**src/rtl/block_drop_ctrl.sv**
```systemverilog
// Drop sequencer for the tower Y datapath: hands draw jobs to the drawer, then advances level/Y.
// Optional feature: define DRAW_TIMEOUT_EN to abort a stalled draw after DRAW_TIMEOUT cycles.
module block_drop_ctrl #(
    parameter int Y_INIT       = 104,
    parameter int UNIT_BLOCK   = 16,
    parameter int MAX_LEVELS   = 7,
    parameter int DRAW_TIMEOUT = 4096
) (
    input  logic       clk,
    input  logic       resetn,
    input  logic       start,
    input  logic       drop_req,
    output logic       drop_ack,
    output logic       draw_req,
    input  logic       draw_done,
    output logic       y_load,
    output logic       y_dec,
    output logic [6:0] curr_y,
    output logic [2:0] level,
    output logic       tower_full,
    output logic       busy,
    output logic       draw_err
);

    localparam logic [2:0] IDLE    = 3'd0;
    localparam logic [2:0] READY   = 3'd1;
    localparam logic [2:0] DRAW    = 3'd2;
    localparam logic [2:0] ADVANCE = 3'd3;
    localparam logic [2:0] FULL    = 3'd4;

    // The stack must stay on screen and the level must fit its 3-bit port.
    if (Y_INIT < (MAX_LEVELS - 1) * UNIT_BLOCK || Y_INIT > 127 ||
        MAX_LEVELS < 1 || MAX_LEVELS > 7 || DRAW_TIMEOUT < 1) begin : g_param_check
        $error("block_drop_ctrl: illegal parameter combination");
    end

    logic [2:0] state;
    logic       last_level;
    logic       draw_timeout;

    assign last_level = (level == 3'(MAX_LEVELS - 1));

`ifdef DRAW_TIMEOUT_EN
    localparam int CW = $clog2(DRAW_TIMEOUT + 1);
    logic [CW-1:0] draw_cnt;

    // Counter is cleared while waiting in READY, so every DRAW visit starts from zero.
    always_ff @(posedge clk) begin
        if (!resetn) begin
            draw_cnt <= '0;
            draw_err <= 1'b0;
        end else begin
            if (state == READY)
                draw_cnt <= '0;
            else if (state == DRAW)
                draw_cnt <= draw_cnt + CW'(1);
            if (state == DRAW && !draw_done && draw_timeout)
                draw_err <= 1'b1;
        end
    end

    assign draw_timeout = (draw_cnt == CW'(DRAW_TIMEOUT - 1));
`else
    assign draw_timeout = 1'b0;
    assign draw_err     = 1'b0;
`endif

    // NOTE: sequential state uses non-blocking assignments so every register
    // samples pre-edge values, independent of statement order.
    always_ff @(posedge clk) begin
        if (!resetn) begin
            state  <= IDLE;
            curr_y <= 7'(Y_INIT);
            level  <= 3'd0;
            y_load <= 1'b0;
        end else begin
            y_load <= 1'b0;
            case (state)
                IDLE, FULL: begin
                    if (start) begin
                        y_load <= 1'b1;
                        curr_y <= 7'(Y_INIT);
                        level  <= 3'd0;
                        state  <= READY;
                    end
                end
                READY: begin
                    if (drop_req)
                        state <= DRAW;
                end
                DRAW: begin
                    // A draw_done coinciding with the timeout completes normally.
                    if (draw_done)
                        state <= ADVANCE;
                    else if (draw_timeout)
                        state <= FULL;
                end
                ADVANCE: begin
                    level <= level + 3'd1;
                    if (last_level) begin
                        state <= FULL;
                    end else begin
                        curr_y <= curr_y - 7'(UNIT_BLOCK);
                        state  <= READY;
                    end
                end
                default: state <= IDLE;
            endcase
        end
    end

    // Moore outputs; y_dec lines up with the curr_y update on the same edge.
    assign draw_req   = (state == DRAW);
    assign drop_ack   = (state == ADVANCE);
    assign y_dec      = (state == ADVANCE) && !last_level;
    assign tower_full = (state == FULL);
    assign busy       = (state == DRAW) || (state == ADVANCE);

endmodule

```
**config.mk**
```make
export PLATFORM = sky130hd
export DESIGN_NAME = block_drop_ctrl
export DESIGN_NICKNAME = d
export VERILOG_FILES = /design/src/rtl/block_drop_ctrl.sv
export SDC_FILE = /design/constraint.sdc
export NUM_CORES = 1
export LEC_CHECK = 0
export ABC_AREA = 1
export BUFFER_PORTS_ARGS = -buffer_cell sky130_fd_sc_hd__buf_4
export CAP_MARGIN = 0
export CORE_AREA = 4 4 41 43
export CTS_CLUSTER_SIZE = 40
export DETAILED_ROUTE_END_ITERATION = 12
export DIE_AREA = 0 0 45 47
export HOLD_SLACK_MARGIN = 0.1
export PLACE_DENSITY_LB_ADDON = 0.05
export SYNTH_ARGS = -nofsm -noshare
export SYNTH_HDL_FRONTEND = slang
export SYNTH_SLANG_ARGS = --single-unit
```
**constraint.sdc**
```tcl
create_clock -name clk -period 3.4 [get_ports clk]
set_clock_uncertainty 0.15 [all_clocks]
set_input_delay 0.17 -clock clk [delete_from_list [all_inputs] [get_ports clk]]
set_output_delay 0.17 -clock clk [all_outputs]
set_load 0.02 [all_outputs]
```
==> results.txt, run 1 <==
setup violators final: 0
Final Non-Filler Cells: 135
Power Total: 0.428 mW
RSZ-0062 raised after global routing: false
drt initial violations: 11
Die Ht: 47 um
core area: 1300 um^2
Clock power frac: 20.7%
CTS Hold Bufs: 2
TritonCTS Buffers: 3
first-pass GRT wire length: 2.39 mm
#FFs+latches synth: 11
maximum number of pins on one net before global-route repair: 10
worst setup path category: flip-flop to primary output
Warnings, synthesis: 0
worst min-delay path startpoint: draw_done
area leader, netlist: dfxtp_1
synth cell count leaders: 19 x inv_1, 16 x nand2_1, 13 x nor2_1
EDFF count, synth: 0
worst path cell trace: inv_1 > ha_1 > nand2_1 > nand2_1 > inv_1 > buf_4
achievable frequency: 613 MHz
Hold Crit Endpoint: state[0]$_SDFFE_PN0P_
final worst slack: 1.77 ns
Final Cell Area: 820 um^2
Post-Synthesis Cell Area: 646 um^2
Max stage delay on crit path: 0.37 ns
setup total negative slack: 0 ns
Max FO, Critical Path: 4
cell row count: 13
Worst path top cell family by delay: flip-flops
DP HPWL: 1.06 mm
Starting Density: 49.6%
Critical Path Sink Type: primary output
# resized after CTS: 0
number of global-route vias before repair: 563
most frequent cell after synthesis: inv_1
Synth Instances: 98
Flop pwr share: 38.8%
CTS tree: done
total length of routed wires: 1.37 mm
Setup WS pre-CTS: 2.00 ns
ys async rst share: 0%
Nets: 129
All-Layer GR Usage: 16.1%
Max Cap Violations: 0
Avg Cell Area, Syn: 6.59 um^2
CTS sink cnt: 11
crit start category: flip-flop
clock-pin slew on the worst setup and hold paths: 0.07 ns
FF-to-FF End: curr_y[5]$_SDFFE_PN1P_
area share of the largest cell type after synthesis: 34.1%
fin crit share: 47.9%
IO Count: 22
port buffer count: 17
placer congestion estimate: 0.922
clock tree buffer depth: 2
clk_lat worst skew: 0.27 ns
max-slew violations: 0
synth unique cells: 19
Cell Area, Placed: 773 um^2
Cell Int Power: 0.258 mW
R2R Setup Slk: 1.99 ns
share of layout cells above drive strength 1: 22.5%
predominant post-synthesis flop cell: dfxtp_1
Root Buffer: clkbuf_4
part of the Yosys area used for sequential elements: 34.1%
CP required: 3.08 ns
PwrDens: 522 nW/um^2
Sw Pwr: 0.170 mW
Worst R2R Start: level[0]$_SDFFE_PN0P_
die span in x: 45 um
outcome: finished, final reports clean
switch share: 39.7%
Antenna Cells: 0
drt first pass iters: 5
minimum clock period: 1.63 ns
CP Buf/Inv Count: 3
Final Hold Viols: 0
Hold WC Path Type: primary input to flip-flop
Avg Vias per Cell: 4.87
VDD IR max: 352 uV
grt total ovfl: 0
CP max stage cell: dfxtp_1
worst reg-to-reg path cell count: 8
Post-CTS Setup Bufs: 0
die area: 2120 um^2
leak pwr: 0.446 nW
drc violations: 0
antenna-violating nets left: 0
hold depth: 5
# H-tree levels: 1
combinational power share: 40.5%
initial antenna violation count: 0
WP data arrival: 1.31 ns
average wire per cell in the routed design: 10.1 um
via count: 657
placed cell count: 129
Synth area leaders: dfxtp_1 34%, inv_1 11%, nand2_1 9.3%
P&R area growth vs syn: 26.9%
power by group through the flow:
| stage | sequential (mW) | combinational (mW) | clock (mW) |
|---|---|---|---|
| floorplan | 0.179 | 0.111 | 0 |
| CTS | 0.166 | 0.174 | 0.0928 |
| detailed placement | 0.169 | 0.170 | 0 |
| global placement | 0.169 | 0.171 | 0 |
| finish | 0.166 | 0.173 | 0.0888 |
| global route | 0.169 | 0.197 | 0.105 |
area by class of cell:
class                   instances  area (um^2)
flip-flops and latches         11          220
fillers                       126          482
repair buffers                 19          148
multi-input cells              66          332
inverters                      20         75.1
clock buffers                   4         26.3
well taps                      15         18.8
logic make-up (layout without fill, tap and decap cells):
logic type      count (synthesis)  after routing  synth area share (%)
compound gates                 11             11                  9.30
flops                          11             11                  34.1
buf+inv                        24             43                  16.3
fa+ha+maj                       3              3                  5.81
other cells                     1              4                 0.581
simple gates                   48             48                  33.9
how the worst max path moves through the flow:
stage | end | startpoint | cells after the start
after floorplan | curr_y[6]$_SDFFE_PN1P_ | level[0]$_SDFFE_PN0P_ | 8
after global placement | curr_y[6]$_SDFFE_PN1P_ | level[0]$_SDFFE_PN0P_ | 8
after detailed placement | curr_y[5]$_SDFFE_PN1P_ | level[0]$_SDFFE_PN0P_ | 8
after CTS | y_dec | level[0]$_SDFFE_PN0P_ | 6
after global routing | tower_full | state[0]$_SDFFE_PN0P_ | 4
final | y_dec | level[0]$_SDFFE_PN0P_ | 6
flip-flops by register name, indices dropped and copies added (netlist names):
signal	flops
state	3
y_load	1
level	3
curr_y	4
worst min-delay path, delay by kind of cell:
kind            cells  cell delay (ns)
compound gates      1             0.07
buf+inv             1             0.08
simple gates        3             0.19
layout by cell type, fill, tap and decap left out, types with 4 or more instances in the layout:
cell type,instances
nor2_1,13
a21oi_1,5
nand2_1,16
inv_1,19
conb_1,4
nand3_1,10
dfxtp_1,11
o21ai_0,4
buf_4,17
through the flow:
step | util (%) | hold slack (ns)
after floorplan | - | 0.104
after global placement | 59.4 | 0.270
after detailed placement | 59.4 | 0.275
after CTS | 63.0 | 0.120
after global routing | 63.0 | 0.155
final | 63.0 | 0.120
layer usage:
layer	vias up	track usage (%)	routed length (um)
li1	341	-	-
met1	283	18.8	603
met2	28	24.9	570
met3	5	5.36	157
met4	0	11.1	36
met5	-	0	0
No activity file was read; power rests on OpenSTA's default activity.
==> run 2, diff against run 1 <==
--- a/config.mk
+++ b/config.mk
@@ -8,10 +8,10 @@
 export ABC_AREA = 1
 export BUFFER_PORTS_ARGS = -buffer_cell sky130_fd_sc_hd__buf_4
 export CAP_MARGIN = 0
-export CORE_AREA = 4 4 41 43
+export CORE_MARGIN = 4
+export CORE_UTILIZATION = 42
 export CTS_CLUSTER_SIZE = 40
 export DETAILED_ROUTE_END_ITERATION = 12
-export DIE_AREA = 0 0 45 47
 export HOLD_SLACK_MARGIN = 0.1
 export PLACE_DENSITY_LB_ADDON = 0.05
 export SYNTH_ARGS = -nofsm -noshare
==> constraint.sdc (replaced) <==
create_clock -name clk -period 1.4 [get_ports clk]
set_clock_uncertainty 0.15 [all_clocks]
set_input_delay 0.07 -clock clk [delete_from_list [all_inputs] [get_ports clk]]
set_output_delay 0.07 -clock clk [all_outputs]
set_load 0.02 [all_outputs]
==> run 2 against run 1 <==
Against the previous run: core utilization increased by 3.1 points; non-clock buffer count increased by 4; worst setup slack got worse by 1.7 ns; first-iteration DRC count decreased by 27%; sequential share of layout area decreased by 1.4 points; clock power increased to 2.6 times the previous value; cell area increased by 10%; critical path depth decreased by 1; count of clock-buffer cells in the layout unchanged; critical endpoint unchanged.
==> results.txt, run 2 (same netlist as run 1, synthesis figures left out) <==
worst min-delay path startpoint: drop_req
busiest grt layer: met2
clock-pin slew on the worst setup and hold paths: 0.07 ns
crit path from: state[1]$_SDFFE_PN0P_
CTS tree: done
Die Ht: 47.2 um
drt initial violations: 8
Antenna Cells: 0
fin crit share: 96.8%
M3 GR Usage: 5.36%
biggest regs: curr_y: 4 flops, level: 3 flops, state: 3 flops
Final Non-Filler Cells: 139
average wire per cell in the routed design: 11.3 um
Starting Density: 47.3%
cell row count: 13
Avg Vias per Cell: 4.78
Worst R2R Start: level[0]$_SDFFE_PN0P_
Max stage delay on crit path: 0.39 ns
die area: 2230 um^2
minimum clock period: 1.36 ns
port buffer count: 17
first-pass GRT wire length: 2.62 mm
CP max stage cell: dfxtp_4
total length of routed wires: 1.57 mm
clk_lat worst skew: 0.27 ns
placer congestion estimate: 0.859
RSZ-0062 raised after global routing: true
All-Layer GR Usage: 17.5%
grt total ovfl: 0
number of global-route vias before repair: 605
CTS sink cnt: 11
achievable frequency: 738 MHz
Final Hold Viols: 0
VDD IR max: 752 uV
max-slew violations: 0
Max Cap Violations: 0
Hold WC Path Type: primary input to flip-flop
DP HPWL: 1.14 mm
via count: 665
share of layout cells above drive strength 1: 33.9%
Power Total: 1.09 mW
met1 usage: 22.5%
CP required: 1.18 ns
core area: 1370 um^2
Max FO, Critical Path: 5
drt first pass iters: 4
drc violations: 0
outcome: finished, final reports clean
Root Buffer: clkbuf_4
most common cell after layout, fill and taps aside: buf_4
setup total negative slack: 0 ns
Nets: 133
maximum number of pins on one net before global-route repair: 10
crit start category: flip-flop
worst path cell trace: nand2_4 > nor2_4 > nand2_2 > inv_2 > buf_6
TritonCTS Buffers: 3
Final Core Density: 66.1%
Critical Path Sink Type: primary output
die span in x: 47.2 um
P&R area growth vs syn: 39.9%
commonest non-fill, non-tap cells in the layout: 19 x buf_4, 16 x inv_1, 14 x nand2_1
# H-tree levels: 1
register with the most flip-flops: curr_y
clock tree buffer depth: 2
worst setup path category: flip-flop to primary output
placed cell count: 131
WP data arrival: 1.14 ns
IO Count: 22
initial antenna violation count: 0
max reg flops: 4
antenna-violating nets left: 0
PwrDens: 1210 nW/um^2
met2 Use GR: 25.7%
leak pwr: 0.497 nW
setup violators final: 0
-- run 2: power by group --
group / total, mW / switching, mW / internal [mW] / leakage, nW
Combinational: 0.443 / 0.268 / 0.175 / 0.389
Clock: 0.227 / 0.116 / 0.111 / 0.0150
Sequential: 0.420 / 0.0548 / 0.365 / 0.0922
-- run 2: worst paths after layout --
path,end,slack [ns],depth (start not counted)
worst max-delay path,y_dec,0.04,5
worst min-delay path,state[1]$_SDFFE_PN0P_,0.11,5
worst max register to register,state[0]$_SDFFE_PN0P_,0.10,7
worst min register to register,curr_y[3]$_SDFFE_PN1P_,0.32,2
-- run 2: routing by layer --
layer,up-vias,routed length (um)
li1,349,-
met1,287,654
met2,24,742
met3,5,139
met4,0,38
met5,-,0
-- run 2: area by class of cell --
class / instances / area (um^2)
fill: 132 / 463
multi-input combinational: 66 / 369
sequential: 11 / 230
timing repair buffer: 23 / 184
inverter: 20 / 75.1
clock buffer: 4 / 26.3
tap: 15 / 18.8
-- run 2: timing repair --
action | 4_1_cts | 5_1_grt
pin swaps | 1 | 0
setup endpoints to repair | 3 | 6
gates resized for setup | 8 | 9
buffers inserted | 1 | 0
endpoints found under the hold margin | 11 | 0
hold buffers | 3 | 0
cloned | 0 | 0
-- run 2: metrics by stage --
step                hold WS [ns]  area (um^2)  setup slack, ns
floorplan                0.00411          661           0.0464
global placement           0.171          792           0.0440
detailed placement         0.174          792           0.0454
CTS                        0.111          872          -0.0112
global route               0.174          903         -0.00802
finish                     0.106          903           0.0449
-- run 2: worst max-delay path: cells and delay by family (launching register included) --
kind | cells | cell delay (ns)
buffers and inverters | 2 | 0.17
DFF | 1 | 0.39
and+or+nand+nor | 3 | 0.31
==> run 3, diff against run 2 <==
--- a/config.mk
+++ b/config.mk
@@ -10,6 +10,7 @@
 export CAP_MARGIN = 0
 export CORE_MARGIN = 4
 export CORE_UTILIZATION = 42
+export CTS_BUF_LIST = sky130_fd_sc_hd__clkbuf_16
 export CTS_CLUSTER_SIZE = 40
 export DETAILED_ROUTE_END_ITERATION = 12
 export HOLD_SLACK_MARGIN = 0.1
==> run 3 against run 2 <==
Against the previous run: first-iteration DRC count unchanged; worst hold slack better by 0.061 ns; critical path depth up 1; critical path type unchanged; sequential share of layout area down 1.2 points; maximum frequency about the same; non-clock buffer count unchanged; highest routed layer unchanged.
==> results.txt, run 3 (same netlist as run 1, synthesis figures left out) <==
outcome: finished, final reports clean
Avg Vias per Cell: 4.71
drt first pass iters: 4
clock tree buffer depth: 2
drt initial violations: 8
max reg flops: 4
All-Layer GR Usage: 17.1%
CP required: 1.18 ns
achievable frequency: 738 MHz
Max FO, Critical Path: 3
max-slew violations: 0
CP max stage cell: dfxtp_2
VDD IR max: 752 uV
die span in x: 47.2 um
Root Buffer: clkbuf_16
crit path from: level[0]$_SDFFE_PN0P_
Starting Density: 47.3%
worst path cell trace: inv_1 > ha_1 > nand2_2 > nand2_2 > inv_2 > buf_6
Max Cap Violations: 0
PwrDens: 1470 nW/um^2
CTS sink cnt: 11
average wire per cell in the routed design: 11.3 um
number of global-route vias before repair: 637
Die Ht: 47.2 um
first-pass GRT wire length: 2.66 mm
fin crit share: 96.8%
CTS tree: done
Antenna Cells: 0
R2R Setup Slk: 0.08 ns
Final Core Density: 67.9%
Worst R2R Start: level[0]$_SDFFE_PN0P_
commonest non-fill, non-tap cells in the layout: 19 x inv_1, 19 x buf_4, 14 x nand2_1
register with the most flip-flops: curr_y
initial antenna violation count: 0
leak pwr: 0.497 nW
port buffer count: 17
share of layout cells above drive strength 1: 31.5%
maximum number of pins on one net before global-route repair: 10
Hold WC Path Type: primary input to flip-flop
final worst slack: 0.0454 ns
Power Total: 1.36 mW
worst min-delay path startpoint: drop_req
crit start category: flip-flop
IO Count: 22
# H-tree levels: 1
critical path's most frequent cell: nand2_2
clk_lat worst skew: 0.23 ns
via count: 654
core area: 1370 um^2
die area: 2230 um^2
RSZ-0062 raised after global routing: true
Critical Path Sink Type: primary output
drc violations: 0
placer congestion estimate: 0.859
Nets: 133
grt total ovfl: 0
clock-pin slew on the worst setup and hold paths: 0.04 ns
setup violators final: 0
Setup WS pre-CTS: 0.0454 ns
P&R area growth vs syn: 43.8%
TritonCTS Buffers: 3
Max stage delay on crit path: 0.32 ns
setup total negative slack: 0 ns
minimum clock period: 1.35 ns
DP HPWL: 1.14 mm
biggest regs: curr_y: 4 flops, level: 3 flops, state: 3 flops
cell row count: 13
antenna-violating nets left: 0
Final Hold Viols: 0
total length of routed wires: 1.58 mm
worst setup path category: flip-flop to primary output
WP data arrival: 1.13 ns
==> run 3: through the flow <==
stage	cell area, um^2	cells	hold WS (ns)
after floorplan	661	101	0.00411
after global placement	792	131	0.171
after detailed placement	792	131	0.174
after CTS	916	139	0.170
after global routing	928	139	0.261
final	928	139	0.166
==> run 3: worst paths after layout <==
path / to / depth (start not counted)
setup / recovery: y_dec / 6
setup reg to reg: state[0]$_SDFFE_PN0P_ / 7
hold reg to reg: curr_y[3]$_SDFFE_PN1P_ / 2
hold / removal: state[1]$_SDFFE_PN0P_ / 5
==> run 3: critical path, delay by kind of cell (launching register included) <==
family                   cells  cell delay (ns)
buffers and inverters        3             0.22
adder cells (fa/ha/maj)      1             0.20
flip-flops                   1             0.32
AND/OR/NAND/NOR              2             0.17
==> run 3: where the power goes <==
part           total, mW  switching, mW  leakage [nW]  internal, mW
sequential         0.415         0.0507        0.0916         0.364
combinational      0.442          0.270         0.363         0.172
clock              0.505          0.131        0.0423         0.374
==> run 3: routing by layer <==
metal	global-route usage [%]	vias to the layer above	wire [um]	share of wire [%]
li1	-	345	-	-
met1	22.1	285	679	43
met2	27.1	22	761	48
met3	4.21	2	123	7.8
met4	6.63	0	11	0.70
met5	0	-	0	0
==> run 3: area by class of cell <==
type	count	area (um^2)
tap	15	18.8
clock buffer	3	75.1
multi-input combinational	66	347
inverter	20	75.1
fill	128	438
clock inverter	1	3.75
sequential	11	225
timing repair buffer	23	184
==> run 3: what timing repair did <==
| action | 4_1_cts | 5_1_grt |
|---|---|---|
| setup buffers | 1 | 0 |
| gates resized for setup | 3 | 6 |
| setup endpoints to repair | 2 | 10 |
| endpoints found under the hold margin | 11 | 0 |
| hold buffers | 3 | 0 |
